## config.mk

```make
export PLATFORM = sky130hd
export DESIGN_NAME = hazard_fwd_ctrl_flat
export DESIGN_NICKNAME = d
export VERILOG_FILES = /design/src/rtl/hazard_fwd_ctrl_pkg.sv /design/src/rtl/hazard_fwd_ctrl_if.sv /design/src/rtl/hazard_fwd_ctrl_fwd_match.sv /design/src/rtl/hazard_fwd_ctrl.sv /design/src/flat_wrapper.sv
export SDC_FILE = /design/constraint.sdc
export NUM_CORES = 1
export LEC_CHECK = 0
export ABC_AREA = 1
export CAP_MARGIN = 20
export CORE_UTILIZATION = 51
export CTS_BUF_LIST = sky130_fd_sc_hd__clkbuf_4 sky130_fd_sc_hd__clkbuf_8 sky130_fd_sc_hd__clkbuf_16
export DETAILED_ROUTE_END_ITERATION = 6
export PLACE_DENSITY = 0.8
export REMOVE_ABC_BUFFERS = 1
export SLEW_MARGIN = 10
export SYNTH_ARGS = -nofsm -noshare
export SYNTH_HDL_FRONTEND = slang
export SYNTH_SLANG_ARGS = --single-unit
```

## constraint.sdc

```tcl
create_clock -name clk_i -period 1.8 [get_ports clk_i]
set_input_delay 0.36 -clock clk_i [delete_from_list [all_inputs] [get_ports clk_i]]
set_output_delay 0.36 -clock clk_i [all_outputs]
set_load 0.03 [all_outputs]
```

## src/rtl/hazard_fwd_ctrl_pkg.sv

```systemverilog
// Shared types for the hazard/forwarding controller:
// operand-select encoding and the per-stage destination record.
package hazard_fwd_ctrl_pkg;

  localparam int REG_AW_DEF = 5;

  localparam logic [1:0] FWD_RF  = 2'b00;
  localparam logic [1:0] FWD_MEM = 2'b01;
  localparam logic [1:0] FWD_WB  = 2'b10;

  typedef struct packed {
    logic                  valid;
    logic [REG_AW_DEF-1:0] rd;
    logic                  regwrite;
    logic                  memread;
  } stage_rec_t;

  // A record can supply a value only if it
  // really writes a register other than r0.
  function automatic logic producer(
    input stage_rec_t r
  );
    return r.valid & r.regwrite &
           (r.rd != '0);
  endfunction

endpackage

```

## src/rtl/hazard_fwd_ctrl_if.sv

```systemverilog
// ID-side request and EX-side control bundle.
// master: decode stage drives id_*/flush_i; slave: controller.
interface hazard_fwd_ctrl_if #(
  parameter int REG_AW = 5,
  parameter int CNT_W  = 16
);
  logic              id_valid_i;
  logic [REG_AW-1:0] id_rs_i;
  logic [REG_AW-1:0] id_rt_i;
  logic              id_use_rs_i;
  logic              id_use_rt_i;
  logic [REG_AW-1:0] id_rd_i;
  logic              id_regwrite_i;
  logic              id_memread_i;
  logic              flush_i;
  logic              stall_o;
  logic [1:0]        fwd_a_sel_o;
  logic [1:0]        fwd_b_sel_o;
  logic [CNT_W-1:0]  stall_cnt_o;

  modport master (
    output id_valid_i, id_rs_i, id_rt_i,
    output id_use_rs_i, id_use_rt_i,
    output id_rd_i, id_regwrite_i,
    output id_memread_i, flush_i,
    input  stall_o, fwd_a_sel_o,
    input  fwd_b_sel_o, stall_cnt_o
  );

  modport slave (
    input  id_valid_i, id_rs_i, id_rt_i,
    input  id_use_rs_i, id_use_rt_i,
    input  id_rd_i, id_regwrite_i,
    input  id_memread_i, flush_i,
    output stall_o, fwd_a_sel_o,
    output fwd_b_sel_o, stall_cnt_o
  );
endinterface

```

## src/rtl/hazard_fwd_ctrl_fwd_match.sv

```systemverilog
// One source operand vs. EX/MEM records: mux select + load-use hit.
// Ports: src, use_src, ex, mem in; sel, lu_hit out.
module fwd_match
  import hazard_fwd_ctrl_pkg::*;
(
  input  logic [REG_AW_DEF-1:0] src,
  input  logic                  use_src,
  input  stage_rec_t            ex,
  input  stage_rec_t            mem,
  output logic [1:0]            sel,
  output logic                  lu_hit
);

  logic ex_hit;
  logic mem_hit;

  assign ex_hit  = use_src & producer(ex) &
                   (ex.rd == src);
  assign mem_hit = use_src & producer(mem) &
                   (mem.rd == src);
  assign lu_hit  = ex_hit & ex.memread;

  // Newest value wins: EX match beats MEM.
  always_comb begin
    sel = FWD_RF;
    unique case (1'b1)
      ex_hit:             sel = FWD_MEM;
      mem_hit && !ex_hit: sel = FWD_WB;
      default:            sel = FWD_RF;
    endcase
  end

endmodule

```

## src/rtl/hazard_fwd_ctrl.sv

```systemverilog
// Load-use stall and EX operand forwarding control.
// Ports: clk_i, rst_i (async, low), bus (slave modport).
module hazard_fwd_ctrl
  import hazard_fwd_ctrl_pkg::*;
#(
  parameter int REG_AW = REG_AW_DEF,
  parameter int CNT_W  = 16
) (
  input logic              clk_i,
  input logic              rst_i,
  hazard_fwd_ctrl_if.slave bus
);

  stage_rec_t       ex_q;
  stage_rec_t       mem_q;
  stage_rec_t       wb_q;
  stage_rec_t       id_rec;
  logic [1:0]       a_q;
  logic [1:0]       b_q;
  logic [CNT_W-1:0] cnt_q;

  logic [REG_AW-1:0] rs;
  logic [REG_AW-1:0] rt;
  logic [1:0]        sel_a;
  logic [1:0]        sel_b;
  logic              hit_a;
  logic              hit_b;
  logic              live;
  logic              stall;
  logic              adv;

  assign rs = bus.id_rs_i;
  assign rt = bus.id_rt_i;

  fwd_match u_match_a (
    .src     (rs),
    .use_src (bus.id_use_rs_i),
    .ex      (ex_q),
    .mem     (mem_q),
    .sel     (sel_a),
    .lu_hit  (hit_a)
  );

  fwd_match u_match_b (
    .src     (rt),
    .use_src (bus.id_use_rt_i),
    .ex      (ex_q),
    .mem     (mem_q),
    .sel     (sel_b),
    .lu_hit  (hit_b)
  );

  // Flush beats stall: a squashed instruction
  // never waits on a load.
  assign live  = bus.id_valid_i & ~bus.flush_i;
  assign stall = live & (hit_a | hit_b);
  assign adv   = live & ~stall;

  always_comb begin
    id_rec          = '0;
    id_rec.valid    = 1'b1;
    id_rec.rd       = bus.id_rd_i;
    id_rec.regwrite = bus.id_regwrite_i;
    id_rec.memread  = bus.id_memread_i;
  end

  always_ff @(posedge clk_i or negedge rst_i) begin
    if (!rst_i) begin
      ex_q  <= '0;
      mem_q <= '0;
      wb_q  <= '0;
      a_q   <= FWD_RF;
      b_q   <= FWD_RF;
      cnt_q <= '0;
    end else begin
      mem_q <= ex_q;
      wb_q  <= mem_q;
      if (adv) begin
        ex_q <= id_rec;
        a_q  <= sel_a;
        b_q  <= sel_b;
      end else begin
        ex_q <= '0;
        a_q  <= FWD_RF;
        b_q  <= FWD_RF;
      end
      if (stall && (cnt_q != '1))
        cnt_q <= cnt_q + 1'b1;
    end
  end

  // WB is kept for visibility of the full
  // in-flight window; it must trail MEM.
  a_wb_trails_mem: assert property (
    @(posedge clk_i) disable iff (!rst_i)
    wb_q == $past(mem_q)
  );

  assign bus.stall_o     = stall;
  assign bus.fwd_a_sel_o = a_q;
  assign bus.fwd_b_sel_o = b_q;
  assign bus.stall_cnt_o = cnt_q;

endmodule
```

## src/flat_wrapper.sv

```systemverilog
// flat-port wrapper written by rule: the top's interface ports become plain ports
module hazard_fwd_ctrl_flat import hazard_fwd_ctrl_pkg::*;
#(
  parameter int REG_AW = REG_AW_DEF,
  parameter int CNT_W  = 16
)
  (clk_i, rst_i, bus_id_valid_i, bus_id_rs_i, bus_id_rt_i, bus_id_use_rs_i, bus_id_use_rt_i, bus_id_rd_i, bus_id_regwrite_i, bus_id_memread_i, bus_flush_i, bus_stall_o, bus_fwd_a_sel_o, bus_fwd_b_sel_o, bus_stall_cnt_o);
  hazard_fwd_ctrl_if #(.REG_AW(REG_AW), .CNT_W(CNT_W)) bus_i ();
  input logic clk_i;
  input logic rst_i;
  input wire logic [$bits(bus_i.id_valid_i)-1:0] bus_id_valid_i;
  input wire logic [$bits(bus_i.id_rs_i)-1:0] bus_id_rs_i;
  input wire logic [$bits(bus_i.id_rt_i)-1:0] bus_id_rt_i;
  input wire logic [$bits(bus_i.id_use_rs_i)-1:0] bus_id_use_rs_i;
  input wire logic [$bits(bus_i.id_use_rt_i)-1:0] bus_id_use_rt_i;
  input wire logic [$bits(bus_i.id_rd_i)-1:0] bus_id_rd_i;
  input wire logic [$bits(bus_i.id_regwrite_i)-1:0] bus_id_regwrite_i;
  input wire logic [$bits(bus_i.id_memread_i)-1:0] bus_id_memread_i;
  input wire logic [$bits(bus_i.flush_i)-1:0] bus_flush_i;
  output wire logic [$bits(bus_i.stall_o)-1:0] bus_stall_o;
  output wire logic [$bits(bus_i.fwd_a_sel_o)-1:0] bus_fwd_a_sel_o;
  output wire logic [$bits(bus_i.fwd_b_sel_o)-1:0] bus_fwd_b_sel_o;
  output wire logic [$bits(bus_i.stall_cnt_o)-1:0] bus_stall_cnt_o;
  assign bus_i.id_valid_i = bus_id_valid_i;
  assign bus_i.id_rs_i = bus_id_rs_i;
  assign bus_i.id_rt_i = bus_id_rt_i;
  assign bus_i.id_use_rs_i = bus_id_use_rs_i;
  assign bus_i.id_use_rt_i = bus_id_use_rt_i;
  assign bus_i.id_rd_i = bus_id_rd_i;
  assign bus_i.id_regwrite_i = bus_id_regwrite_i;
  assign bus_i.id_memread_i = bus_id_memread_i;
  assign bus_i.flush_i = bus_flush_i;
  assign bus_stall_o = bus_i.stall_o;
  assign bus_fwd_a_sel_o = bus_i.fwd_a_sel_o;
  assign bus_fwd_b_sel_o = bus_i.fwd_b_sel_o;
  assign bus_stall_cnt_o = bus_i.stall_cnt_o;
  hazard_fwd_ctrl #(.REG_AW(REG_AW), .CNT_W(CNT_W)) u_core (.clk_i(clk_i), .rst_i(rst_i), .bus(bus_i));
endmodule
```

==> out/summary.md, run 1 <==
Across every metal layer, demand over resource in global routing totals 27.61%. Summing all flip-flop and latch instances after layout gives 880.8 um2. The clock transition at the register clock pins on the worst setup and hold paths after CTS works out to 0.06 ns. Counting the buffers created by CTS gives 5. The proportion of register bits with asynchronous set or reset after synthesis was 100.0%. The detailed router placed 2,071 vias in this run. The library cell occupying the most area in the post-synthesis netlist is sky130_fd_sc_hd__dfrtp_1. TritonCTS built the clock tree. The total power consumption of the routed design was 1.646 mW. Summing every instance area after synthesis gives 2061 um2.

In this run the tightest slew margin relative to its limit is 70.08%. The share of Yosys cell area claimed by the top area cell type was 42.50%; the worst path setup slack after routing was -0.1541 ns. The cell chosen for the clock root is sky130_fd_sc_hd__clkbuf_8. The total power divided by cell area was 554.0 nW/um2; the maximum VDD drop was 742.3 uV. After clock tree synthesis, the flow added hold-fix buffers numbering 0.

The wire length of the first global-routing pass is 8.859 mm, and the worst-case clock buffer depth is 2. Once detail routing completed, the nets flagged for antenna violations numbered 0. Leaving out fill and tap cells, the most frequent cells in the layout are 75 x sky130_fd_sc_hd__nand2_1, 38 x sky130_fd_sc_hd__inv_1, 31 x sky130_fd_sc_hd__dfrtp_1. The routed via count divided by cell count came out at 5.152. Number of failing setup endpoints in the final timing report: 1. The number of design-rule violations left by the first detailed-router iteration is 160, and the number of warnings issued by yosys is 0. The floorplan step defined a die boundary enclosing 4299 um2.

The number of levels in the clock H-tree is 2, and the total global routing overflow is 0. For the final-report max-slew violation count, the log shows 0. The setup path with the least slack is of type reg -> out. The flow ran to the end, but the final reports show violations. The final layout contains routed wiring with a total length of 5.559 mm. The tools report the clock skew after layout as 0.006915 ns.

Setup repair after global routing could not meet its margin everywhere. The count of buffers inserted at the top-level ports is 43. The final reports fail on setup timing.

The count of mapped cells out of synthesis is 277, and the post-layout minimum cycle time is 1.954 ns. For the worst-skew pair, the clock arrives at the later sink with an insertion delay of 0.28 ns. Max-cap violations in this run came to 0. For this configuration, the core starts out at a cell density of 54.64%.

Final design utilization: 78.80%. Of the synthesized area, sequential elements account for 42.50%. The setup check on the worst reg-to-reg path leaves a slack of 0.08 ns. After the last flow step, the layout net total stands at 377. Once detailed placement completed, the half-perimeter wirelength came to 3.839 mm.

The number of antenna diodes in the final layout is 0. The fraction of layout instances using a drive strength above 1 was 19.49%; the slew of the pin with the lowest slew margin was 0.4488 ns. The logs give 4 for the total iterations of the first detailed-routing run and 262 for the fill cell total of the finished layout.

STA classifies the critical path endpoint as an output port. The worst endpoint data arrival time is 1.59 ns. The path class of the tightest hold or removal check is reg -> reg. The cell row count came out at 22.

For the data required time of the worst path, the log shows 1.44 ns. In the synthesized netlist the dominant register cell turns out to be sky130_fd_sc_hd__dfrtp_1. Counting flops and latches in the post-synthesis netlist gives 35.

The final clock period utilization by the worst path is 108.6%, and the largest net degree at the start of global routing is 36. The synthesized netlist contains 23 unique library cells. For this run, design rule violations remaining after detail routing come to 0.

Clock tree synthesis found a total of 35 sinks. The tightest hold path in the finished design has a slack of 0.3739 ns. The congestion estimate from routability-driven global placement came to 0.9084.

The library cell used most frequently in the layout, excluding fill and tap cells, is sky130_fd_sc_hd__nand2_1. The worst setup path is launched from a flop. The post-placement worst setup slack came out at -0.3820 ns.

Average detailed-routed wire length per instance: 13.83 um. Sorting the synthesized cells by area gives the leading types as sky130_fd_sc_hd__dfrtp_1 43%, sky130_fd_sc_hd__nand2_1 15%, sky130_fd_sc_hd__inv_1 7.8%, sky130_fd_sc_hd__nand4_1 7.0%, sky130_fd_sc_hd__xor2_1 5.5%. The static leakage power is 1.668 nW. Dividing the synthesized area by the synthesized cell count gives 7.439 um2.

In this run the worst path has a maximum fanout of 5. The chip height was 65.57 um; the die extent in x was 65.57 um. The tools report the top-level I/O count as 44.

The area growth from synthesis to layout is 44.20%, and the total count of hold-check failures in the final report is 0. The tools report the via count of the first global-routing pass as 1,919. The tools report the maximum operating frequency as 511.8 MHz.

The multi-input combinational cells in the finished layout cover a total of 1049 um2. Counting flops with a built-in enable in the synthesized netlist gives 0. The number of antenna violations at the first check in global routing is 0, and the core box area is 3771 um2.
critical path, stage by stage, from the launching register on:
cell and delay, ns:
sky130_fd_sc_hd__dfrtp_2 0.42, sky130_fd_sc_hd__inv_2 0.07, sky130_fd_sc_hd__nand2_2 0.07, sky130_fd_sc_hd__nand2_1 0.08, sky130_fd_sc_hd__nor2_1 0.13, sky130_fd_sc_hd__nand2_1 0.07, sky130_fd_sc_hd__nor2_2 0.09, sky130_fd_sc_hd__nand3_2 0.08
sky130_fd_sc_hd__a21boi_2 0.15, sky130_fd_sc_hd__buf_6 0.15
cell type report:
type                       count  share of cell area, %
multi-input combinational    194                  35.28
sequential                    35                  29.64
timing repair buffer          74                  24.13
inverter                      43                  5.432
clock buffer                   8                  3.495
tap                           48                  2.021
sequential cells by signal (all words and copies together) (netlist names):
register,cells
u_core.mem_q,7
u_core.ex_q,8
u_core.bus.stall_cnt_o,16
u_core.bus.fwd_a_sel_o,2
u_core.bus.fwd_b_sel_o,2
cells in the mapped netlist, types with 2 or more instances:
| cell type | n |
|---|---|
| sky130_fd_sc_hd__o22ai_1 | 4 |
| sky130_fd_sc_hd__nor3_1 | 7 |
| sky130_fd_sc_hd__nor2_4 | 2 |
| sky130_fd_sc_hd__buf_2 | 2 |
| sky130_fd_sc_hd__a21oi_1 | 2 |
| sky130_fd_sc_hd__nand4_4 | 2 |
| sky130_fd_sc_hd__xor2_1 | 13 |
| sky130_fd_sc_hd__nand4_1 | 23 |
| sky130_fd_sc_hd__nand2_1 | 82 |
| sky130_fd_sc_hd__o21ai_0 | 2 |
| sky130_fd_sc_hd__nor2_1 | 30 |
| sky130_fd_sc_hd__dfrtp_1 | 35 |
| sky130_fd_sc_hd__a21boi_0 | 2 |
| sky130_fd_sc_hd__inv_1 | 43 |
| sky130_fd_sc_hd__xnor2_1 | 4 |
| sky130_fd_sc_hd__nand3_1 | 17 |
stage by stage:
| step | instance area [um2] | TNS [ns] | instances |
|---|---|---|---|
| 2_1_floorplan | 2028 | -1.707 | 272 |
| 3_3_place_gp | 2749 | -4.455 | 389 |
| 4_1_cts | 2895 | -0.1729 | 402 |
| 6_report | 2972 | -0.1541 | 402 |
| 3_5_place_dp | 2749 | -5.575 | 389 |
| 5_1_grt | 2972 | -0.3016 | 402 |
power breakdown:
part           switching (mW)  total [mW]  leakage [nW]  internal [mW]
combinational           0.104       0.204          1.14          0.100
sequential             0.0140       0.815         0.474          0.801
clock                   0.263       0.628        0.0549          0.364
repair_timing:
action | in CTS | in global routing
endpoints found under the setup margin | 7 | 35
hold endpoints to repair | 0 | 0
buffers inserted | 5 | 1
gates cloned | 0 | 1
resized for setup | 30 | 23
pin swaps | 7 | 8
per-layer routing:
metal	vias up	global-route usage [%]	part of all wire [%]
li1	1043	-	-
met1	952	37.76	47
met2	68	42.14	47
met3	8	6.597	4.3
met4	0	10.33	1.3
met5	-	0	0
logic make-up after synthesis:
| group | after synthesis | share of synthesized area, % |
|---|---|---|
| AND/OR/NAND/NOR | 165 | 36.98 |
| AO/OA/AOI/OAI | 11 | 3.278 |
| XOR/XNOR | 17 | 7.225 |
| adder cells (fa/ha/maj) | 1 | 0.6071 |
| buffers and inverters | 48 | 9.411 |
| flip-flops | 35 | 42.50 |
worst paths after layout:
kind                                          start                                  end  cells past startpoint
max reg2reg                u_core.ex_q[3]$_DFF_PN0_  u_core.bus.fwd_b_sel_o[1]$_DFF_PN0_                     10
max                        u_core.ex_q[5]$_DFF_PN0_                          bus_stall_o                      9
max in group asynchronous                     rst_i             u_core.ex_q[4]$_DFF_PN0_                      2
min                        u_core.ex_q[1]$_DFF_PN0_            u_core.mem_q[1]$_DFF_PN0_                      0
min reg2reg                u_core.ex_q[1]$_DFF_PN0_            u_core.mem_q[1]$_DFF_PN0_                      0
min in group asynchronous                     rst_i             u_core.ex_q[2]$_DFF_PN0_                      2
No activity file was read; power rests on OpenSTA's default activity.
==> run 2, diff against run 1 <==
CTS_CLUSTER_SIZE = 25   (was unset)
==> results of run 2 <==
Same layout as run 1: the final DEF is identical, and so are final timing and power.
==> run 3, diff against run 2 <==
SLEW_MARGIN = unset   (was 10)
==> results of run 3 <==
Same layout as run 1: the final DEF is identical, and so are final timing and power.
